`src/rtl/seq_div_pkg.sv`:
```
// Shared definitions for the sequential restoring divider: FSM state codes and default width.
package seq_div_pkg;

    localparam logic [1:0] ST_IDLE = 2'd0;
    localparam logic [1:0] ST_CALC = 2'd1;
    localparam logic [1:0] ST_DONE = 2'd2;

    localparam int N_DEF = 4;

    typedef enum logic [1:0] {
        IDLE = ST_IDLE,
        CALC = ST_CALC,
        DONE = ST_DONE
    } state_t;

endpackage

```
`src/rtl/seq_divider_div_step.sv`:
```
// One restoring-division iteration: shift {rem,quo} left, trial-subtract the divisor,
// keep the difference when it is non-negative, otherwise restore.
module div_step #(
    parameter int N = 4
) (
    input  logic [N-1:0] rem_cur,
    input  logic [N-1:0] quo_cur,
    input  logic [N-1:0] divisor,
    output logic [N-1:0] rem_nxt,
    output logic [N-1:0] quo_nxt
);

    logic [N:0] shifted_s;
    logic [N:0] trial_s;

    // Trial subtraction in N+1 bits; bit N is the sign of the difference
    always_comb begin
        shifted_s = {rem_cur, quo_cur[N-1]};
        trial_s   = shifted_s - {1'b0, divisor};
        if (trial_s[N] == 1'b0) begin
            rem_nxt = trial_s[N-1:0];
            quo_nxt = {quo_cur[N-2:0], 1'b1};
        end else begin
            rem_nxt = shifted_s[N-1:0];
            quo_nxt = {quo_cur[N-2:0], 1'b0};
        end
    end

endmodule

```
`src/rtl/seq_divider.sv`:
```
// Iterative restoring divider, one quotient bit per clock, valid/ready on both sides.
// Define SEQ_DIVIDER_SIGNED_EN for two's-complement operands (truncating division).
module seq_divider
    import seq_div_pkg::*;
#(
    parameter int N = N_DEF
) (
    input  logic         clk,
    input  logic         rst_n,
    input  logic         in_valid,
    output logic         in_ready,
    input  logic [N-1:0] dividend,
    input  logic [N-1:0] divisor,
    output logic         out_valid,
    input  logic         out_ready,
    output logic [N-1:0] quotient,
    output logic [N-1:0] remainder,
    output logic         div_by_zero
);

    localparam int CW = $clog2(N + 1);

    state_t         state_r,       state_s;
    logic [CW-1:0]  count_r,       count_s;
    logic [N-1:0]   rem_r,         rem_s;
    logic [N-1:0]   quo_r,         quo_s;
    logic [N-1:0]   dvs_r,         dvs_s;
    logic           dbz_r,         dbz_s;
    logic           in_ready_r,    in_ready_s;
    logic           out_valid_r,   out_valid_s;
    logic [N-1:0]   quotient_r,    quotient_s;
    logic [N-1:0]   remainder_r,   remainder_s;
    logic           div_by_zero_r, div_by_zero_s;
    logic [N-1:0]   step_rem_s;
    logic [N-1:0]   step_quo_s;

`ifdef SEQ_DIVIDER_SIGNED_EN
    logic           neg_quo_r,     neg_quo_s;
    logic           neg_rem_r,     neg_rem_s;

    function automatic logic [N-1:0] neg_if(input logic neg, input logic [N-1:0] v);
        if (neg) begin
            neg_if = ~v + {{(N-1){1'b0}}, 1'b1};
        end else begin
            neg_if = v;
        end
    endfunction
`endif

    div_step #(.N(N)) u_step (
        .rem_cur (rem_r),
        .quo_cur (quo_r),
        .divisor (dvs_r),
        .rem_nxt (step_rem_s),
        .quo_nxt (step_quo_s)
    );

    // Next-state and datapath decode; every register holds unless its state acts on it
    always_comb begin
        state_s       = state_r;
        count_s       = count_r;
        rem_s         = rem_r;
        quo_s         = quo_r;
        dvs_s         = dvs_r;
        dbz_s         = dbz_r;
        in_ready_s    = in_ready_r;
        out_valid_s   = out_valid_r;
        quotient_s    = quotient_r;
        remainder_s   = remainder_r;
        div_by_zero_s = div_by_zero_r;
`ifdef SEQ_DIVIDER_SIGNED_EN
        neg_quo_s     = neg_quo_r;
        neg_rem_s     = neg_rem_r;
`endif
        case (state_r)
            IDLE: begin
                if (in_valid && in_ready_r) begin
                    state_s    = CALC;
                    rem_s      = {N{1'b0}};
                    count_s    = {CW{1'b0}};
                    dbz_s      = (divisor == {N{1'b0}});
                    in_ready_s = 1'b0;
`ifdef SEQ_DIVIDER_SIGNED_EN
                    // Divide magnitudes; signs are reapplied when the result is registered
                    quo_s      = neg_if(dividend[N-1], dividend);
                    dvs_s      = neg_if(divisor[N-1], divisor);
                    neg_quo_s  = dividend[N-1] ^ divisor[N-1];
                    neg_rem_s  = dividend[N-1];
`else
                    quo_s      = dividend;
                    dvs_s      = divisor;
`endif
                end else begin
                    in_ready_s = 1'b1;
                end
            end
            CALC: begin
                rem_s   = step_rem_s;
                quo_s   = step_quo_s;
                count_s = count_r + {{(CW-1){1'b0}}, 1'b1};
                if (count_r == CW'(N - 1)) begin
                    state_s       = DONE;
                    out_valid_s   = 1'b1;
                    div_by_zero_s = dbz_r;
`ifdef SEQ_DIVIDER_SIGNED_EN
                    // A zero divisor must report -1 whatever the dividend sign
                    quotient_s    = dbz_r ? {N{1'b1}} : neg_if(neg_quo_r, step_quo_s);
                    remainder_s   = neg_if(neg_rem_r, step_rem_s);
`else
                    quotient_s    = step_quo_s;
                    remainder_s   = step_rem_s;
`endif
                end else begin
                    state_s = CALC;
                end
            end
            DONE: begin
                if (out_ready) begin
                    state_s     = IDLE;
                    out_valid_s = 1'b0;
                    in_ready_s  = 1'b1;
                end else begin
                    state_s = DONE;
                end
            end
            default: begin
                state_s     = IDLE;
                in_ready_s  = 1'b1;
                out_valid_s = 1'b0;
            end
        endcase
    end

    // State and datapath registers
    always_ff @(posedge clk or negedge rst_n) begin
        if (!rst_n) begin
            state_r       <= IDLE;
            count_r       <= {CW{1'b0}};
            rem_r         <= {N{1'b0}};
            quo_r         <= {N{1'b0}};
            dvs_r         <= {N{1'b0}};
            dbz_r         <= 1'b0;
            in_ready_r    <= 1'b1;
            out_valid_r   <= 1'b0;
            quotient_r    <= {N{1'b0}};
            remainder_r   <= {N{1'b0}};
            div_by_zero_r <= 1'b0;
`ifdef SEQ_DIVIDER_SIGNED_EN
            neg_quo_r     <= 1'b0;
            neg_rem_r     <= 1'b0;
`endif
        end else begin
            state_r       <= state_s;
            count_r       <= count_s;
            rem_r         <= rem_s;
            quo_r         <= quo_s;
            dvs_r         <= dvs_s;
            dbz_r         <= dbz_s;
            in_ready_r    <= in_ready_s;
            out_valid_r   <= out_valid_s;
            quotient_r    <= quotient_s;
            remainder_r   <= remainder_s;
            div_by_zero_r <= div_by_zero_s;
`ifdef SEQ_DIVIDER_SIGNED_EN
            neg_quo_r     <= neg_quo_s;
            neg_rem_r     <= neg_rem_s;
`endif
        end
    end

    assign in_ready    = in_ready_r;
    assign out_valid   = out_valid_r;
    assign quotient    = quotient_r;
    assign remainder   = remainder_r;
    assign div_by_zero = div_by_zero_r;

endmodule

```
`config.mk`:
```
export PLATFORM = sky130hd
export DESIGN_NAME = seq_divider
export DESIGN_NICKNAME = d
export VERILOG_FILES = /design/src/rtl/seq_div_pkg.sv /design/src/rtl/seq_divider_div_step.sv /design/src/rtl/seq_divider.sv
export SDC_FILE = /design/constraint.sdc
export NUM_CORES = 1
export LEC_CHECK = 0
export BUFFER_PORTS_ARGS = -buffer_cell sky130_fd_sc_hd__buf_2
export CORE_MARGIN = 2
export CORE_UTILIZATION = 45
export CTS_CLUSTER_DIAMETER = 200
export CTS_CLUSTER_SIZE = 8
export DETAILED_ROUTE_END_ITERATION = 16
export PLACE_DENSITY = 0.72
export SETUP_SLACK_MARGIN = 0.05
export SLEW_MARGIN = 20
export SYNTH_ARGS = -nofsm -noshare
export SYNTH_HDL_FRONTEND = slang
export SYNTH_SLANG_ARGS = --single-unit
```
`constraint.sdc`:
```
create_clock -name clk -period 3.75 [get_ports clk]
set_input_delay 0.375 -clock clk [delete_from_list [all_inputs] [get_ports clk]]
set_output_delay 0.375 -clock clk [all_outputs]
set_load 0.03 [all_outputs]
```
==> out/results.ini, run 1 <==
[die]
core-area_um2=3280
num_rows=21
start_util_pct=46.4
ios=23
die_h_um=62.2
die_w_um=62.2
die_area_um2=3870

[layout]
fillers=312
fin_util_pct=52.2
multiInputGateArea_um2=738
num-nets-final=200
seq_area_um2=727
area_growth_pct=12.5
antenna_cells=0
drive_gt1_share_pct=21.4

[cts]
postCtsHoldBufs=0
worst_skew_pair.late_latency_ns=0.34
clk_pin_slew_ns=0.10
clock_path_buffers=2
ctsResizeCount=0
cts_tree=done
cts_made_buffers=5
cts.sinks=29
cts_setup_buffers=0
root_buffer=clkbuf_4
h-tree-depth=2

[sta]
tns_ns=0
finClkSkew_ns=0.0151
setup_violations=0
tightest_slew_ns=0.663
post-route-period-util_pct=65.5
slew_viol_final=0
post-route-min-period_ns=2.46
hold_viol_final=0
maxSlewHeadroom_pct=55.8
fmax_mhz=407
rsz0062_at_grt=no

[grt]
grt_max_degree=30
use_met3_pct=4.89
grt-busiest-layer=met2
grt_pass1_vias=1204
use_met2_pct=29.2
antenna_found_initial=0
grt_usage_pct=18.7
use_met1_pct=24.3
grt_pass1_wl_mm=5.58
grt_overflow=0

[worst_setup_path]
path_buf_inv=2
crit_chain=inv_1 > ha_1 > inv_1 > fa_1 > a211oi_4 > nor2_2 > a32o_1 > or3_1
worst-setup-path-type=reg2reg
crit_arrival_ns=2.68
critPathMaxStageDelay_ns=0.46
worstSetupStartpoint=quo_r[3]
reg2reg_slack_ns=1.29
cp_common_cell=inv_1
cp-end-kind=flop
critical_path.startpoint_type=flop
required_ns=3.97
path_max_fanout=10
slowest_stage=fa_1
critical_path.top_delay_family=compound AO/OA/AOI/OAI gates
reg2reg_from=quo_r[3]

[routing]
drt_first_pass_iters=4
avgRoutedWirePerCell_um=14.3
first_iter_violations=43
ant_nets=0
vias_per_cell=5.56
num_vias=1268
drt_wl_total_mm=3.27
drc=0

[outcome]
outcome=completed

[synth]
yosysSeqAreaShare_pct=47.7
yosys_warnings=0
ys_ff_latch=29
ys.flop_type=dfrtp_1
ys_types=42
avgSynthCellArea_um2=9.58
synthArstFlopShare_pct=100
synth_edf_count=0
netlist_area_um2=1520
syn_inst=159
syn-num-nets=178

[placed_design]
gp_congestion=0.907
hpwl_mm=2.36
io_buffers=22

[hold_path]
hold_class=in2async

[flow_run]
maxCapViolCount=0

==> synth_stat cells, types with 2 or more instances <==
cell | count | area, um2
nand2b_1 | 2 | 12.5
dfrtp_1 | 28 | 701
clkbuf_1 | 5 | 18.8
a22oi_1 | 2 | 15.0
o21ai_0 | 14 | 70.1
nor3_1 | 2 | 10.0
o2111ai_1 | 2 | 17.5
o31ai_1 | 5 | 37.5
nor2_1 | 11 | 41.3
inv_1 | 8 | 30.0
nand3_1 | 4 | 20.0
or3_1 | 2 | 12.5
xor2_1 | 2 | 17.5
mux2_2 | 4 | 45.0
nor4_1 | 5 | 31.3
a31oi_1 | 4 | 25.0
a21oi_1 | 5 | 25.0
ha_1 | 6 | 75.1
nand2_1 | 25 | 93.8
==> final timing paths <==
kind                                   to  cells after the start
max in group asynchronous        rem_r[1]                      1
worst max register to register   rem_r[0]                      8
min in group clk                 dvs_r[0]                      3
worst min-delay path            out_valid                      1
worst min register to register   dvs_r[0]                      2
worst max-delay path             rem_r[0]                      8
==> cell usage in the layout, fill, tap and decap left out, types with 6 or more instances in the layout <==
cell type,Yosys,final
ha_1,6,6
inv_1,8,8
o21ai_0,14,14
buf_2,1,22
nor2_1,11,11
nand2_1,25,25
dfrtp_1,28,28
==> per-layer routing <==
| layer | vias up | routed length (um) | part of all wire (%) |
|---|---|---|---|
| met5 | - | 0 | 0 |
| met4 | 0 | 85 | 2.6 |
| met3 | 9 | 153 | 4.7 |
| met2 | 36 | 1520 | 47 |
| met1 | 600 | 1500 | 46 |
| li1 | 623 | - | - |
==> layout make-up <==
| type | instances | share of cell area [%] |
|---|---|---|
| Inverter | 8 | 1.75 |
| Sequential cell | 29 | 42.4 |
| Multi-Input combinational cell | 115 | 43.1 |
| Tap cell | 46 | 3.36 |
| Clock buffer | 7 | 2.63 |
| Clock inverter | 1 | 0.292 |
| Timing Repair Buffer | 22 | 6.43 |
==> per-stage QoR <==
step                      setup slack (ns)  hold WS [ns]  cells  area, um2
after floorplan                       1.49        0.0794    159       1520
after global placement                1.39         0.423    220       1660
after detailed placement              1.32         0.435    220       1660
after CTS                             1.30        0.0663    228       1710
after global routing                  1.18        0.0910    228       1710
final                                 1.29        0.0497    228       1710
==> flip-flops by register name, indices dropped and copies added (netlist names) <==
signal and count:
dvs_r 4, quo_r 4, quotient 4, rem_r 4, remainder 4, count_r 3
state_r 2, dbz_r 1, div_by_zero 1, in_ready 1, out_valid 1
==> kinds of logic after synthesis <==
| logic type | share of synthesized area (%) |
|---|---|
| simple gates | 19.7 |
| compound gates | 18.4 |
| flops | 47.7 |
| buf+inv | 3.78 |
| fa+ha+maj | 6.24 |
| mux | 2.96 |
| xor+xnor | 1.15 |
Power of run 1 is not shown: default switching activity piles up to over one toggle a cycle in this logic, so the estimate is an artifact.
==> run 2: changes to the inputs <==
--- a/config.mk
+++ b/config.mk
@@ -5,13 +5,14 @@
 export SDC_FILE = /design/constraint.sdc
 export NUM_CORES = 1
 export LEC_CHECK = 0
+export ABC_AREA = 1
 export BUFFER_PORTS_ARGS = -buffer_cell sky130_fd_sc_hd__buf_2
 export CORE_MARGIN = 2
 export CORE_UTILIZATION = 45
 export CTS_CLUSTER_DIAMETER = 200
 export CTS_CLUSTER_SIZE = 8
 export DETAILED_ROUTE_END_ITERATION = 16
-export PLACE_DENSITY = 0.72
+export PLACE_DENSITY = 0.75
 export SETUP_SLACK_MARGIN = 0.05
 export SLEW_MARGIN = 20
 export SYNTH_ARGS = -nofsm -noshare
==> constraint.sdc (replaced) <==
create_clock -name clk -period 2.1 [get_ports clk]
set_input_delay 0.21 -clock clk [delete_from_list [all_inputs] [get_ports clk]]
set_output_delay 0.21 -clock clk [all_outputs]
set_load 0.03 [all_outputs]
==> run 2 against run 1 <==
Effect of this change: final cell count grew 0.44%; global-route usage grew 2.1 points; maximum frequency grew 34%; wire length shrank 6.2%; critical path type unchanged; die area shrank 5.3%; first-iteration DRC count shrank 35%.
==> out/results.ini, run 2 <==
[outcome]
outcome=completed

[layout]
final_cell_mix=nand2_1 (42), dfrtp_1 (28), buf_2 (22)
num-nets-final=203  ; +1.5%
antenna_cells=0  ; unchanged
fin_util_pct=53.9  ; +1.8 points
drive_gt1_share_pct=26.5  ; +5.1 points
post_layout_nonfiller_instances=229  ; +0.44%
fillers=299  ; -4.2%
layout_commonest_cell=nand2_1
stdcell_area_um2=1650  ; -3.9%
area_growth_pct=14.6

[grt]
grt_max_degree=30  ; unchanged
grt_overflow=0  ; unchanged
grt_pass1_vias=1186  ; -1.5%
grt_usage_pct=20.8  ; +2.1 points
use_met1_pct=23.5  ; -0.84 points
use_met3_pct=7.89  ; +3.0 points
grt-busiest-layer=met2
grt_pass1_wl_mm=5.23  ; -6.3%
antenna_found_initial=0  ; unchanged
use_met2_pct=34.6  ; +5.4 points

[sta]
setup_violations=0  ; unchanged
post-route-min-period_ns=1.83  ; -0.625 ns
tns_ns=0  ; unchanged
maxSlewHeadroom_pct=57.8  ; +2.0 points
post-route-period-util_pct=87.3  ; +22 points
tightest_slew_ns=0.633  ; -0.0296 ns
hold_slack_ns=0.109  ; +0.0594 ns
fmax_mhz=546  ; +34%
setup_ws_ns=0.267  ; -1.02 ns
finClkSkew_ns=0.0107  ; -0.00439 ns
rsz0062_at_grt=no
slew_viol_final=0  ; unchanged
hold_viol_final=0  ; unchanged

[worst_setup_path]
slowest_stage=fa_1
crit_chain=inv_1 > ha_1 > inv_1 > fa_1 > nand2_1 > nand2_2 > nand2_4 > nand2_4 > nand2_4 > nand2_1 > nand3_1 > nand2_1
worstSetupStartpoint=quo_r[3]
required_ns=2.34  ; -1.63 ns
path_max_fanout=6  ; -4
reg2reg_from=quo_r[3]
critPathMaxStageDelay_ns=0.40  ; -0.06 ns
path_buf_inv=2  ; unchanged
critical_path.top_delay_family=simple AND/OR/NAND/NOR gates
cp-end-kind=flop
crit_arrival_ns=2.07  ; -0.61 ns
reg2reg_slack_ns=0.27  ; -1.02 ns
worst-setup-path-type=reg2reg
critical_path.startpoint_type=flop

[cts]
cts_made_buffers=5  ; unchanged
cts.sinks=29  ; unchanged
clock_path_buffers=2  ; unchanged
postCtsHoldBufs=1  ; +1
clk_pin_slew_ns=0.10  ; about the same
worst_skew_pair.late_latency_ns=0.34  ; about the same
cts_tree=done
h-tree-depth=2  ; unchanged
cts_setup_buffers=0  ; unchanged
root_buffer=clkbuf_4
ctsResizeCount=0  ; unchanged

[synth]
yosys.area.top_type=dfrtp_1
syn-num-nets=175  ; -1.7%
avgSynthCellArea_um2=9.21  ; -3.9%
yosys.area.top_type_share_pct=48.8  ; +2.8 points
ys_types=28  ; -33%
yosysSeqAreaShare_pct=50.6  ; +2.9 points
netlist_area_um2=1440  ; -5.7%
yosys_warnings=0  ; unchanged
synth_edf_count=0  ; unchanged
synthArstFlopShare_pct=100  ; unchanged
synth_top_cells_by_count=nand2_1 (42), dfrtp_1 (28), inv_1 (19), nand3_1 (11), o21ai_0 (9)
ys_ff_latch=29  ; unchanged
syn_inst=156  ; -1.9%
synth.area.top_cells=dfrtp_1 (49%), nand2_1 (11%), ha_1 (5.2%)
synth_most_common_cell=nand2_1
ys.flop_type=dfrtp_1

[routing]
avgRoutedWirePerCell_um=13.4  ; -6.7%
vias_per_cell=4.93  ; -11%
ant_nets=0  ; unchanged
num_vias=1129  ; -11%
drc=0  ; unchanged
first_iter_violations=28  ; -35%
drt_wl_total_mm=3.06  ; -6.2%
drt_first_pass_iters=4  ; unchanged

[die]
num_rows=20  ; -4.8%
die_h_um=60.5  ; -2.7%
ios=23  ; unchanged
start_util_pct=47.0  ; +0.69 points
die_w_um=60.5  ; -2.7%
die_area_um2=3660  ; -5.3%
core-area_um2=3050  ; -7.0%

[pwr]
ir_drop_mv=0.677
power.density_nw_per_um2=1910
power_leakage_nw=0.890
p_total_mw=3.14

[flow_run]
maxCapViolCount=0  ; unchanged

[hold_path]
min_from=dividend[0]
hold_class=in2reg

[placed_design]
gp_congestion=0.843  ; -7.1%
dp_cells=220  ; unchanged
place_ws_ns=0.276  ; -1.04 ns
hpwl_mm=2.26  ; -4.1%
io_buffers=22  ; unchanged
placed_area_um2=1590  ; -4.7%

## run 2: routing by layer
| layer | routed length (um) | vias up |
|---|---|---|
| met5 | 0 | - |
| met4 | 96 | 0 |
| met3 | 154 | 9 |
| met2 | 1540 | 35 |
| met1 | 1280 | 530 |
| li1 | - | 555 |
## run 2: worst min-delay path, stage by stage
cell and delay [ns]:
buf_2 0.08, nand2_1 0.05, o211ai_1 0.08
## run 2: cells by family after synthesis
family,share of synthesized area (%)
DFF,50.6
and+or+nand+nor,25.3
xor gates and xnor gates,0.610
buffers and inverters,6.88
AOI/OAI and AO/OA,10.0
adders and majority gates,6.62
## run 2: path summary, 6_finish.rpt
kind / end / cells after the start
min reg2reg: count_r[0] / 1
max reg2reg: rem_r[0] / 12
max: rem_r[0] / 12
max in group asynchronous: state_r[0] / 2
min: quo_r[0] / 3
min in group asynchronous: remainder[3] / 2
## run 2: cell type report
type	count	area [um2]	share of cell area, %
sequential	29	727	44.1
clock buffer	6	41.3	2.51
inverter	22	82.6	5.02
timing repair buffer	23	120	7.29
clock inverter	2	10.0	0.608
multi-input combinational	103	611	37.1
tap	44	55.1	3.34
## run 2: report_power, final
part	switching, mW	internal (mW)	total, mW
Clock	0.207	0.127	0.334
Sequential	0.157	0.831	0.988
Combinational	1.19	0.625	1.81
Total	1.55	1.58	3.14
Note: power is estimated with default switching activity, not from simulation.
